[src/rtl/fetch_prefetch_if.sv]
// Fetch/prefetch bus bundle: instruction-memory req/ack channel, redirect
// input from execute and the decode-side show-ahead queue head.
//   master : the fetch unit (drives imem_req/addr, dec_valid/instr/pc, occupancy)
//   slave  : memory + execute + decode environment
interface fetch_prefetch_if #(
    parameter int unsigned XLEN   = 32,
    parameter int unsigned ADDR_W = 10,
    parameter int unsigned DEPTH  = 4
);
    localparam int unsigned OCC_W = $clog2(DEPTH) + 1;

    logic              imem_req;
    logic [ADDR_W-1:0] imem_addr;
    logic              imem_ack;
    logic [31:0]       imem_rdata;
    logic              redirect;
    logic [XLEN-1:0]   redirect_target;
    logic              dec_valid;
    logic              dec_ready;
    logic [31:0]       dec_instr;
    logic [XLEN-1:0]   dec_pc;
    logic [OCC_W-1:0]  occupancy;

    modport master (
        output imem_req, imem_addr,
        input  imem_ack, imem_rdata,
        input  redirect, redirect_target,
        output dec_valid, dec_instr, dec_pc, occupancy,
        input  dec_ready
    );

    modport slave (
        input  imem_req, imem_addr,
        output imem_ack, imem_rdata,
        output redirect, redirect_target,
        input  dec_valid, dec_instr, dec_pc, occupancy,
        output dec_ready
    );
endinterface

[src/rtl/fetch_prefetch_unit.sv]
// Instruction fetch with a DEPTH-entry show-ahead prefetch queue.
// Ports:
//   clk    rising-edge clock
//   rst_n  asynchronous active-low reset
//   bus    fetch_prefetch_if.master:
//          imem_req/imem_addr (registered, held until imem_ack),
//          imem_ack/imem_rdata (response), redirect/redirect_target (flush),
//          dec_valid/dec_ready/dec_instr/dec_pc (queue head), occupancy.
// One request is outstanding at most. A redirect with no ack pending moves
// to DROP so the stale response is swallowed before the new fetch starts.
module fetch_prefetch_unit #(
    parameter int unsigned     XLEN     = 32,
    parameter int unsigned     ADDR_W   = 10,
    parameter int unsigned     DEPTH    = 4,
    parameter logic [XLEN-1:0] RESET_PC = '0
) (
    input logic               clk,
    input logic               rst_n,
    fetch_prefetch_if.master  bus
);
    localparam int unsigned PTR_W = $clog2(DEPTH);
    localparam int unsigned CNT_W = PTR_W + 1;

    typedef enum logic [1:0] {IDLE, REQ, DROP} state_t;

    state_t            state, state_n;
    logic [XLEN-1:0]   req_pc, req_pc_n;
    logic [ADDR_W-1:0] addr_q, addr_n;
    logic              req_q;

    logic [31:0]       instr_q [DEPTH];
    logic [XLEN-1:0]   pc_q    [DEPTH];
    logic [PTR_W-1:0]  wr_ptr, rd_ptr;
    logic [CNT_W-1:0]  count, post_cnt;

    logic              head_valid, pop, push, space, flush;
    logic [XLEN-1:0]   target;

    assign target     = bus.redirect_target & ~XLEN'(3);
    assign flush      = bus.redirect;
    assign head_valid = (count != '0);
    assign pop        = head_valid & bus.dec_ready;
    assign space      = (count < CNT_W'(DEPTH)) | pop;
    // Count after this cycle's push, with a same-cycle pop credited.
    assign post_cnt   = count + CNT_W'(1) - CNT_W'(pop);

    always_comb begin
        state_n  = state;
        req_pc_n = req_pc;
        push     = 1'b0;
        case (state)
            IDLE: begin
                if (flush) begin
                    req_pc_n = target;
                    state_n  = REQ;
                end else if (space) begin
                    state_n = REQ;
                end
            end
            REQ: begin
                if (flush) begin
                    // With ack the response is dropped and the new fetch
                    // goes out next cycle; without ack we must wait it out.
                    req_pc_n = target;
                    state_n  = bus.imem_ack ? REQ : DROP;
                end else if (bus.imem_ack) begin
                    push     = 1'b1;
                    req_pc_n = req_pc + XLEN'(4);
                    state_n  = (post_cnt < CNT_W'(DEPTH)) ? REQ : IDLE;
                end
            end
            DROP: begin
                // req_pc already holds the pending target; newest redirect wins.
                if (flush)        req_pc_n = target;
                if (bus.imem_ack) state_n  = REQ;
            end
            default: state_n = IDLE;
        endcase
        // In DROP the bus must keep presenting the stale address until ack.
        addr_n = (state_n == DROP) ? addr_q : req_pc_n[ADDR_W+1:2];
    end

    always_ff @(posedge clk or negedge rst_n) begin
        if (!rst_n) begin
            state  <= IDLE;
            req_pc <= RESET_PC;
            addr_q <= RESET_PC[ADDR_W+1:2];
            req_q  <= 1'b0;
        end else begin
            state  <= state_n;
            req_pc <= req_pc_n;
            addr_q <= addr_n;
            req_q  <= (state_n != IDLE);
        end
    end

    // Queue control. Flush wins over any same-cycle push/pop.
    always_ff @(posedge clk or negedge rst_n) begin
        if (!rst_n) begin
            wr_ptr <= '0;
            rd_ptr <= '0;
            count  <= '0;
        end else if (flush) begin
            wr_ptr <= '0;
            rd_ptr <= '0;
            count  <= '0;
        end else begin
            if (push) wr_ptr <= wr_ptr + PTR_W'(1);
            if (pop)  rd_ptr <= rd_ptr + PTR_W'(1);
            count <= count + CNT_W'(push) - CNT_W'(pop);
        end
    end

    // Payload storage needs no reset; the head is masked while empty.
    always_ff @(posedge clk) begin
        if (push) begin
            instr_q[wr_ptr] <= bus.imem_rdata;
            pc_q[wr_ptr]    <= req_pc;
        end
    end

    assign bus.imem_req  = req_q;
    assign bus.imem_addr = addr_q;
    assign bus.dec_valid = head_valid;
    assign bus.dec_instr = head_valid ? instr_q[rd_ptr] : '0;
    assign bus.dec_pc    = head_valid ? pc_q[rd_ptr]    : '0;
    assign bus.occupancy = count;
endmodule

[src/flat_wrapper.sv]
// flat-port wrapper written by rule: the top's interface ports become plain ports
module fetch_prefetch_unit_flat 
#(
    parameter int unsigned     XLEN     = 32,
    parameter int unsigned     ADDR_W   = 10,
    parameter int unsigned     DEPTH    = 4,
    parameter logic [XLEN-1:0] RESET_PC = '0
)
  (clk, rst_n, bus_imem_req, bus_imem_addr, bus_imem_ack, bus_imem_rdata, bus_redirect, bus_redirect_target, bus_dec_valid, bus_dec_instr, bus_dec_pc, bus_occupancy, bus_dec_ready);
  fetch_prefetch_if #(.XLEN(XLEN), .ADDR_W(ADDR_W), .DEPTH(DEPTH)) bus_i ();
  input logic clk;
  input logic rst_n;
  output wire logic [$bits(bus_i.imem_req)-1:0] bus_imem_req;
  output wire logic [$bits(bus_i.imem_addr)-1:0] bus_imem_addr;
  input wire logic [$bits(bus_i.imem_ack)-1:0] bus_imem_ack;
  input wire logic [$bits(bus_i.imem_rdata)-1:0] bus_imem_rdata;
  input wire logic [$bits(bus_i.redirect)-1:0] bus_redirect;
  input wire logic [$bits(bus_i.redirect_target)-1:0] bus_redirect_target;
  output wire logic [$bits(bus_i.dec_valid)-1:0] bus_dec_valid;
  output wire logic [$bits(bus_i.dec_instr)-1:0] bus_dec_instr;
  output wire logic [$bits(bus_i.dec_pc)-1:0] bus_dec_pc;
  output wire logic [$bits(bus_i.occupancy)-1:0] bus_occupancy;
  input wire logic [$bits(bus_i.dec_ready)-1:0] bus_dec_ready;
  assign bus_imem_req = bus_i.imem_req;
  assign bus_imem_addr = bus_i.imem_addr;
  assign bus_i.imem_ack = bus_imem_ack;
  assign bus_i.imem_rdata = bus_imem_rdata;
  assign bus_i.redirect = bus_redirect;
  assign bus_i.redirect_target = bus_redirect_target;
  assign bus_dec_valid = bus_i.dec_valid;
  assign bus_dec_instr = bus_i.dec_instr;
  assign bus_dec_pc = bus_i.dec_pc;
  assign bus_occupancy = bus_i.occupancy;
  assign bus_i.dec_ready = bus_dec_ready;
  fetch_prefetch_unit #(.XLEN(XLEN), .ADDR_W(ADDR_W), .DEPTH(DEPTH), .RESET_PC(RESET_PC)) u_core (.clk(clk), .rst_n(rst_n), .bus(bus_i));
endmodule
[config.mk]
export PLATFORM = sky130hd
export DESIGN_NAME = fetch_prefetch_unit_flat
export DESIGN_NICKNAME = d
export VERILOG_FILES = /design/src/rtl/fetch_prefetch_if.sv /design/src/rtl/fetch_prefetch_unit.sv /design/src/flat_wrapper.sv
export SDC_FILE = /design/constraint.sdc
export NUM_CORES = 1
export LEC_CHECK = 0
export BUFFER_PORTS_ARGS = -buffer_cell sky130_fd_sc_hd__buf_2
export CAP_MARGIN = 40
export CORE_MARGIN = 3
export CORE_UTILIZATION = 54
export CTS_BUF_LIST = sky130_fd_sc_hd__clkbuf_4
export DETAILED_ROUTE_END_ITERATION = 10
export GPL_ROUTABILITY_DRIVEN = 1
export PLACE_DENSITY = 0.79
export SETUP_SLACK_MARGIN = 0.3
export SLEW_MARGIN = 20
export SYNTH_ARGS = -nofsm -noshare
export SYNTH_HDL_FRONTEND = slang
export SYNTH_SLANG_ARGS = --single-unit
[constraint.sdc]
create_clock -name clk -period 2.6 [get_ports clk]
set_input_delay 0.39 -clock clk [delete_from_list [all_inputs] [get_ports clk]]
set_output_delay 0.39 -clock clk [all_outputs]
set_load 0.05 [all_outputs]
* Word level (Yosys, flattened, before mapping)
Memory sizes are Yosys's and may differ from the RTL's.
Cells that the tools add are included.
** Operators by class
- Reductions and logical operators :: 8
- Magnitude comparators :: 2
- $add $sub $neg :: 7
- Equality and inequality tests :: 5
- Bitwise logic cells :: 2
- Multiplexer cells :: 24
** Operators by type and width (count)
- $mux W32 :: 5
- $pmux W32 S2 :: 1
- $add A32 B3 Y32 const B :: 1
- $mux W2 :: 10
- $reduce_bool A2 Y1 :: 4
- $lt A3 B3 Y1 const B :: 2
- $mux W1 :: 6
- $pmux W2 S3 :: 1
- $sub A3 B1 Y3 :: 2
- $add A2 B1 Y2 const B :: 2
- $eq A2 B2 Y1 const B :: 2
- $add A3 B1 Y3 :: 1
- $add A3 B1 Y3 const B :: 1
- $mux W3 :: 1
- $ne A3 B3 Y1 const B :: 1
- $reduce_and A3 Y1 :: 1
- $reduce_bool A3 Y1 :: 1
- $eq A2 B1 Y1 const B :: 1
- $logic_not A2 Y1 :: 1
- $ne A2 B1 Y1 const B :: 1
- $reduce_or A2 Y1 :: 1
- $and A1 B1 Y1 :: 1
- $or A1 B1 Y1 :: 1
** Word-level totals
- Logic and storage cells :: 58
- Memories kept :: 2
- Input bits :: 69
- Bits in registers :: 52
- Output and inout bits :: 79
- RAM bits :: 256
** Memories
- u_core.instr_q :: words 4, width 32, read ports 1, clocked after Yosys merged registers in 0, wr ports 1, RTL line fetch_prefetch_unit.sv:31 : logic [31:0] instr_q [DEPTH];
- u_core.pc_q :: words 4, width 32, read ports 1, clocked after Yosys merged registers in 0, wr ports 1, RTL line fetch_prefetch_unit.sv:32 : logic [XLEN-1:0] pc_q [DEPTH];

* Logic depth before layout (Yosys ltp)
- Depth in word-level cells :: 9
- Gate-level depth with buffers :: 11
- Gate-level depth less buffers :: 10

* Worst setup path before layout
No wires, ideal clock.
- Kind :: in2reg
- From :: in bus_imem_ack
- To :: mem u_core.instr_q[0][0], enable pin
- Required time :: 2.173 ns
- Data arrival time :: 2.432 ns
- Cell stages on the path :: 3
- Setup time :: 0.427 ns
- Setup slack :: -0.259 ns
- Cell sequence :: buf_2 -> nor2b_1 -> and3_1
** On the way
- Word-level cells in the longest chain between the ends :: 5
** RTL lines
- start: declaration :: RTL line flat_wrapper.sv:15 : input wire logic [$bits(bus_i.imem_ack)-1:0] bus_imem_ack;
- $mux W1 :: RTL line fetch_prefetch_unit.sv:66 : end else if (bus.imem_ack) begin
- $mux W1 :: RTL line fetch_prefetch_unit.sv:61 : if (flush) begin
- $mux W1 :: RTL line fetch_prefetch_unit.sv:51 : case (state)
- $mux W1 :: RTL line fetch_prefetch_unit.sv:116 : if (push) begin
- $mux W1 (implied by the code) :: RTL line fetch_prefetch_unit.sv:117 : instr_q[wr_ptr] <= bus.imem_rdata;
- end: declaration :: RTL line fetch_prefetch_unit.sv:31
No other way between the ends.

* Final worst setup path
- From :: reg u_core.rd_ptr[0]
- To :: out bus_dec_instr[8]
** On the way
- Word-level cells in the longest chain between the ends :: 2
** RTL lines
- start: declaration :: RTL line fetch_prefetch_unit.sv:33 : logic [PTR_W-1:0] wr_ptr, rd_ptr;
- start signal: assignment :: RTL line fetch_prefetch_unit.sv:109 : if (pop) rd_ptr <= rd_ptr + PTR_W'(1);
- $mem_v2 Z4 W32
- $mux W32 :: RTL line fetch_prefetch_unit.sv:125 : assign bus.dec_instr = head_valid ? instr_q[rd_ptr] : '0;
- end: declaration :: RTL line flat_wrapper.sv:20 : output wire logic [$bits(bus_i.dec_instr)-1:0] bus_dec_instr;
No other way between the ends.

==> impl_results.md <==
* Status: finished with violations
* Violations in the final reports: setup timing
* Final hold vios at 0
* Number of cells traversed by the worst register-to-register path at 11
* Mapped Cells at 714
* Total CTS buffers at 75
* Floorplan die width at approximately 160 µm
* Max-slew headroom at 59.6%
* Fin Hold WS at 0.0514 ns
* Latest clock arrival within the worst-skew pair at 0.66 ns
* Non-filler cells in the finished layout at around 1.3k
* Total setup violations reported at the end of the flow at 39
* Actual transition at the worst max-transition pin at between 0.6 and 0.7 ns
* Arrival time at the worst endpoint at around 2.4 ns
* Count of pins over their slew limit at 0
* Reg-to-Reg End: u_core.bus.occupancy[2]
* Worst path required time at 2.21 ns
* DRC violation total after the first TritonRoute iteration at about 560
* Clock root buffer: clkbuf_4
* Hold path depth at 3
* Antenna violations before repair at 1
* Global-route wire length before repair at roughly 44000 µm
* Count of buffers from port buffering at 143
* Asr flop ratio synth at between 15 and 20%
* Count of cell types in the netlist at 52
* Post-place instance area at about 14000 µm²
* Number of vias per cell after detailed routing at roughly 5.8
* Synthesis-to-layout area growth at 31.8%
* Top-level I/O count at 148
* Hold Startpoint: bus_redirect_target[12]
* Commonest non-fill, non-tap cell in the layout: edfxtp_1
* Max Clock Skew at around 0.036 ns
* Synth Area per Inst at 17.1 µm²
* End point of the most critical hold path: u_core.req_pc[12]
* Die footprint at 24500 µm²
* Min Tclk post-route at around 2.7 ns
* Number of nets in the finished design at approximately 1.1k
* Setup Total Neg Slack at -1.63 ns
* Initial core utilization at 55.6%
* Hold Path Class: primary input to flop
* # DRC at 0
* Final critical-path setup slack at -0.140 ns
* Placed cells at between 1k and 1.5k
* Chip Height at about 160 µm
* Number of sinks handled by clock tree synthesis at a little under 300
* Worst voltage drop across the vdd grid at 0.901 mV
* Length of the first detailed-routing pass in iterations at 5
* Largest net degree at the start of global routing at 46
* Remaining Overflow, GRT at 0
* Clock slew at the register clock pins of the worst setup and hold paths at approximately 0.070 ns
* Via count of the routed design at between 7k and 8k
* Most used DFF post-synth: edfxtp_1
* Leakage Power at between 5 and 6 nW
* Overall routed net length at 28000 µm
* Final clock period utilization by the worst path at 105%
* Synthesized area at 12200 µm²
* Estimated wirelength of the detail-placed design at approximately 16000 µm
* Setup repair after global routing missed its margin: yes
* Avg WL per Cell at around 21 µm
* Total power density per cell area at 1100 nW/µm²
* Count of state elements after synthesis at between 200 and 300
* Ys Warns at 0
* Crit Path Category: flop to output pin
* Type of element launching the critical path: flop
* Number of placement rows at 54
* Fraction of the yosys area taken by sequential cells at 71.1%
* Fraction of layout cells with a size suffix above 1 at a little under half
* Max Clk Rate at approximately 0.36 GHz
* CTS tree: yes
* Highest-count cells in the layout ignoring fill and taps: edfxtp_1 (248), clkbuf_4 (113), buf_2 (80)
* GRT Util Overall at around a quarter
* Slack of the worst reg-to-reg path at around 0.32 ns
* Max-capacitance violation count at 0
* Area of the placeable core at roughly 22000 µm²
* Routability cong. at just over 0.8
* Number of global-route vias before repair at ~8k
* Critical path capture point type: output pin
* Highest fanout seen on the critical path at 6
* Non-Filler Cell Area, Final at approximately 16000 µm²
* Final ANT Viol Nets at 0
* Count of flip-flops with a built-in enable after synthesis at approximately 250
* Number of levels the H-tree was split into at 3
* Startpoint of the most critical register-to-register path: u_core.bus.occupancy[1]
* Largest buffer count on any clock path at 3
[where the power goes]
part | internal (mW) | switching [mW]
Sequential | 5.73 | 0.385
Combinational | 3.64 | 4.22
Clock | 2.06 | 1.73
Total | 11.4 | 6.34
[cells by family after synthesis]
| group | after synthesis | synth area share, % |
|---|---|---|
| DFF | 298 | 71.1 |
| and+or+nand+nor | 178 | 8.02 |
| AOI/OAI and AO/OA | 94 | 5.12 |
| muxes | 73 | 12.4 |
| buffers and inverters | 53 | 1.82 |
| adders and majority gates | 9 | 0.981 |
| xor gates and xnor gates | 8 | 0.572 |
| other | 1 | 0.0306 |
[layer usage]
metal / track usage (%) / up-vias / wire [µm]
met5: 0 / - / 0
met4: 8.46 / 0 / 750
met3: 5.48 / 60 / 2020
met2: 37.8 / 370 / 13800
met1: 31.8 / 3771 / 11400
li1: - / 3422 / -
[what timing repair did]
item,CTS,global route
buffers inserted,11,0
hold buffers,45,0
resized for setup,245,13
endpoints found under the setup margin,63,65
endpoints found under the hold margin,166,0
gates cloned,8,0
pin swaps,32,5
[final cells by class]
class                           instances  area [µm²]
Antenna cell                            1        2.50
Clock buffer                          113         848
Clock inverter                          8        56.3
Fill cell                            1342        5890
Inverter                               16        65.1
Multi-Input combinational cell        364        3530
Sequential cell                       298        8710
Tap cell                              280         350
Timing Repair Buffer                  244        2570
[how the worst max path moves through the flow]
stage	endpoint	start	cells past startpoint
finish	bus_dec_instr[8]	u_core.rd_ptr[0]	6
global route	bus_dec_instr[31]	u_core.rd_ptr[0]	6
CTS	bus_dec_instr[14]	u_core.rd_ptr[0]	6
detailed placement	u_core.bus.occupancy[1]	u_core.bus.occupancy[1]	9
global placement	bus_dec_instr[29]	u_core.rd_ptr[0]	4
floorplan	u_core.bus.occupancy[1]	u_core.bus.occupancy[0]	10
[stage by stage]
step                worst slack, ns  power [mW]  utilization [%]
finish                       -0.140        17.8             73.2
floorplan                     0.327        10.2                -
detailed placement            0.378        11.7             62.0
global route                 -0.221        18.5             73.2
global placement              0.429        11.6             62.0
CTS                          -0.160        17.7             73.0
[synthesized netlist by cell type, types with 4 or more instances]
| cell | n | area [µm²] |
|---|---|---|
| clkbuf_1 | 19 | 71.3 |
| o211ai_1 | 5 | 37.5 |
| and3_1 | 8 | 50.1 |
| nand2_1 | 33 | 124 |
| buf_2 | 13 | 65.1 |
| a32oi_1 | 5 | 43.8 |
| dfrtp_1 | 50 | 1250 |
| o22ai_1 | 5 | 31.3 |
| nand4_1 | 9 | 56.3 |
| ha_1 | 8 | 100 |
| o21ai_0 | 23 | 115 |
| xnor2_1 | 5 | 43.8 |
| nor3_1 | 4 | 20.0 |
| o311ai_0 | 8 | 70.1 |
| nand3_1 | 16 | 80.1 |
| mux2_2 | 9 | 101 |
| edfxtp_1 | 248 | 7450 |
| and2_1 | 64 | 400 |
| a21oi_1 | 16 | 80.1 |
| nor2_1 | 25 | 93.8 |
| a31oi_1 | 4 | 25.0 |
| inv_1 | 16 | 60.1 |
| a22oi_1 | 10 | 75.1 |
| nor2b_1 | 4 | 25.0 |
| mux4_2 | 62 | 1400 |
[state kept, by name, indices dropped and copies added (netlist names), 2 cells and up]
name	cells
u_core.bus.imem_addr	10
u_core.bus.occupancy	3
u_core.instr_q	128
u_core.pc_q	120
u_core.rd_ptr	2
u_core.req_pc	30
u_core.state	2
u_core.wr_ptr	2
[critical path: stages (launching register included)]
cell     delay, ns
dfrtp_4       0.52
buf_12        0.16
buf_12        0.14
buf_16        0.13
mux4_2        0.44
and2_4        0.16
buf_8         0.14
Note: power is estimated with default switching activity, not from simulation.
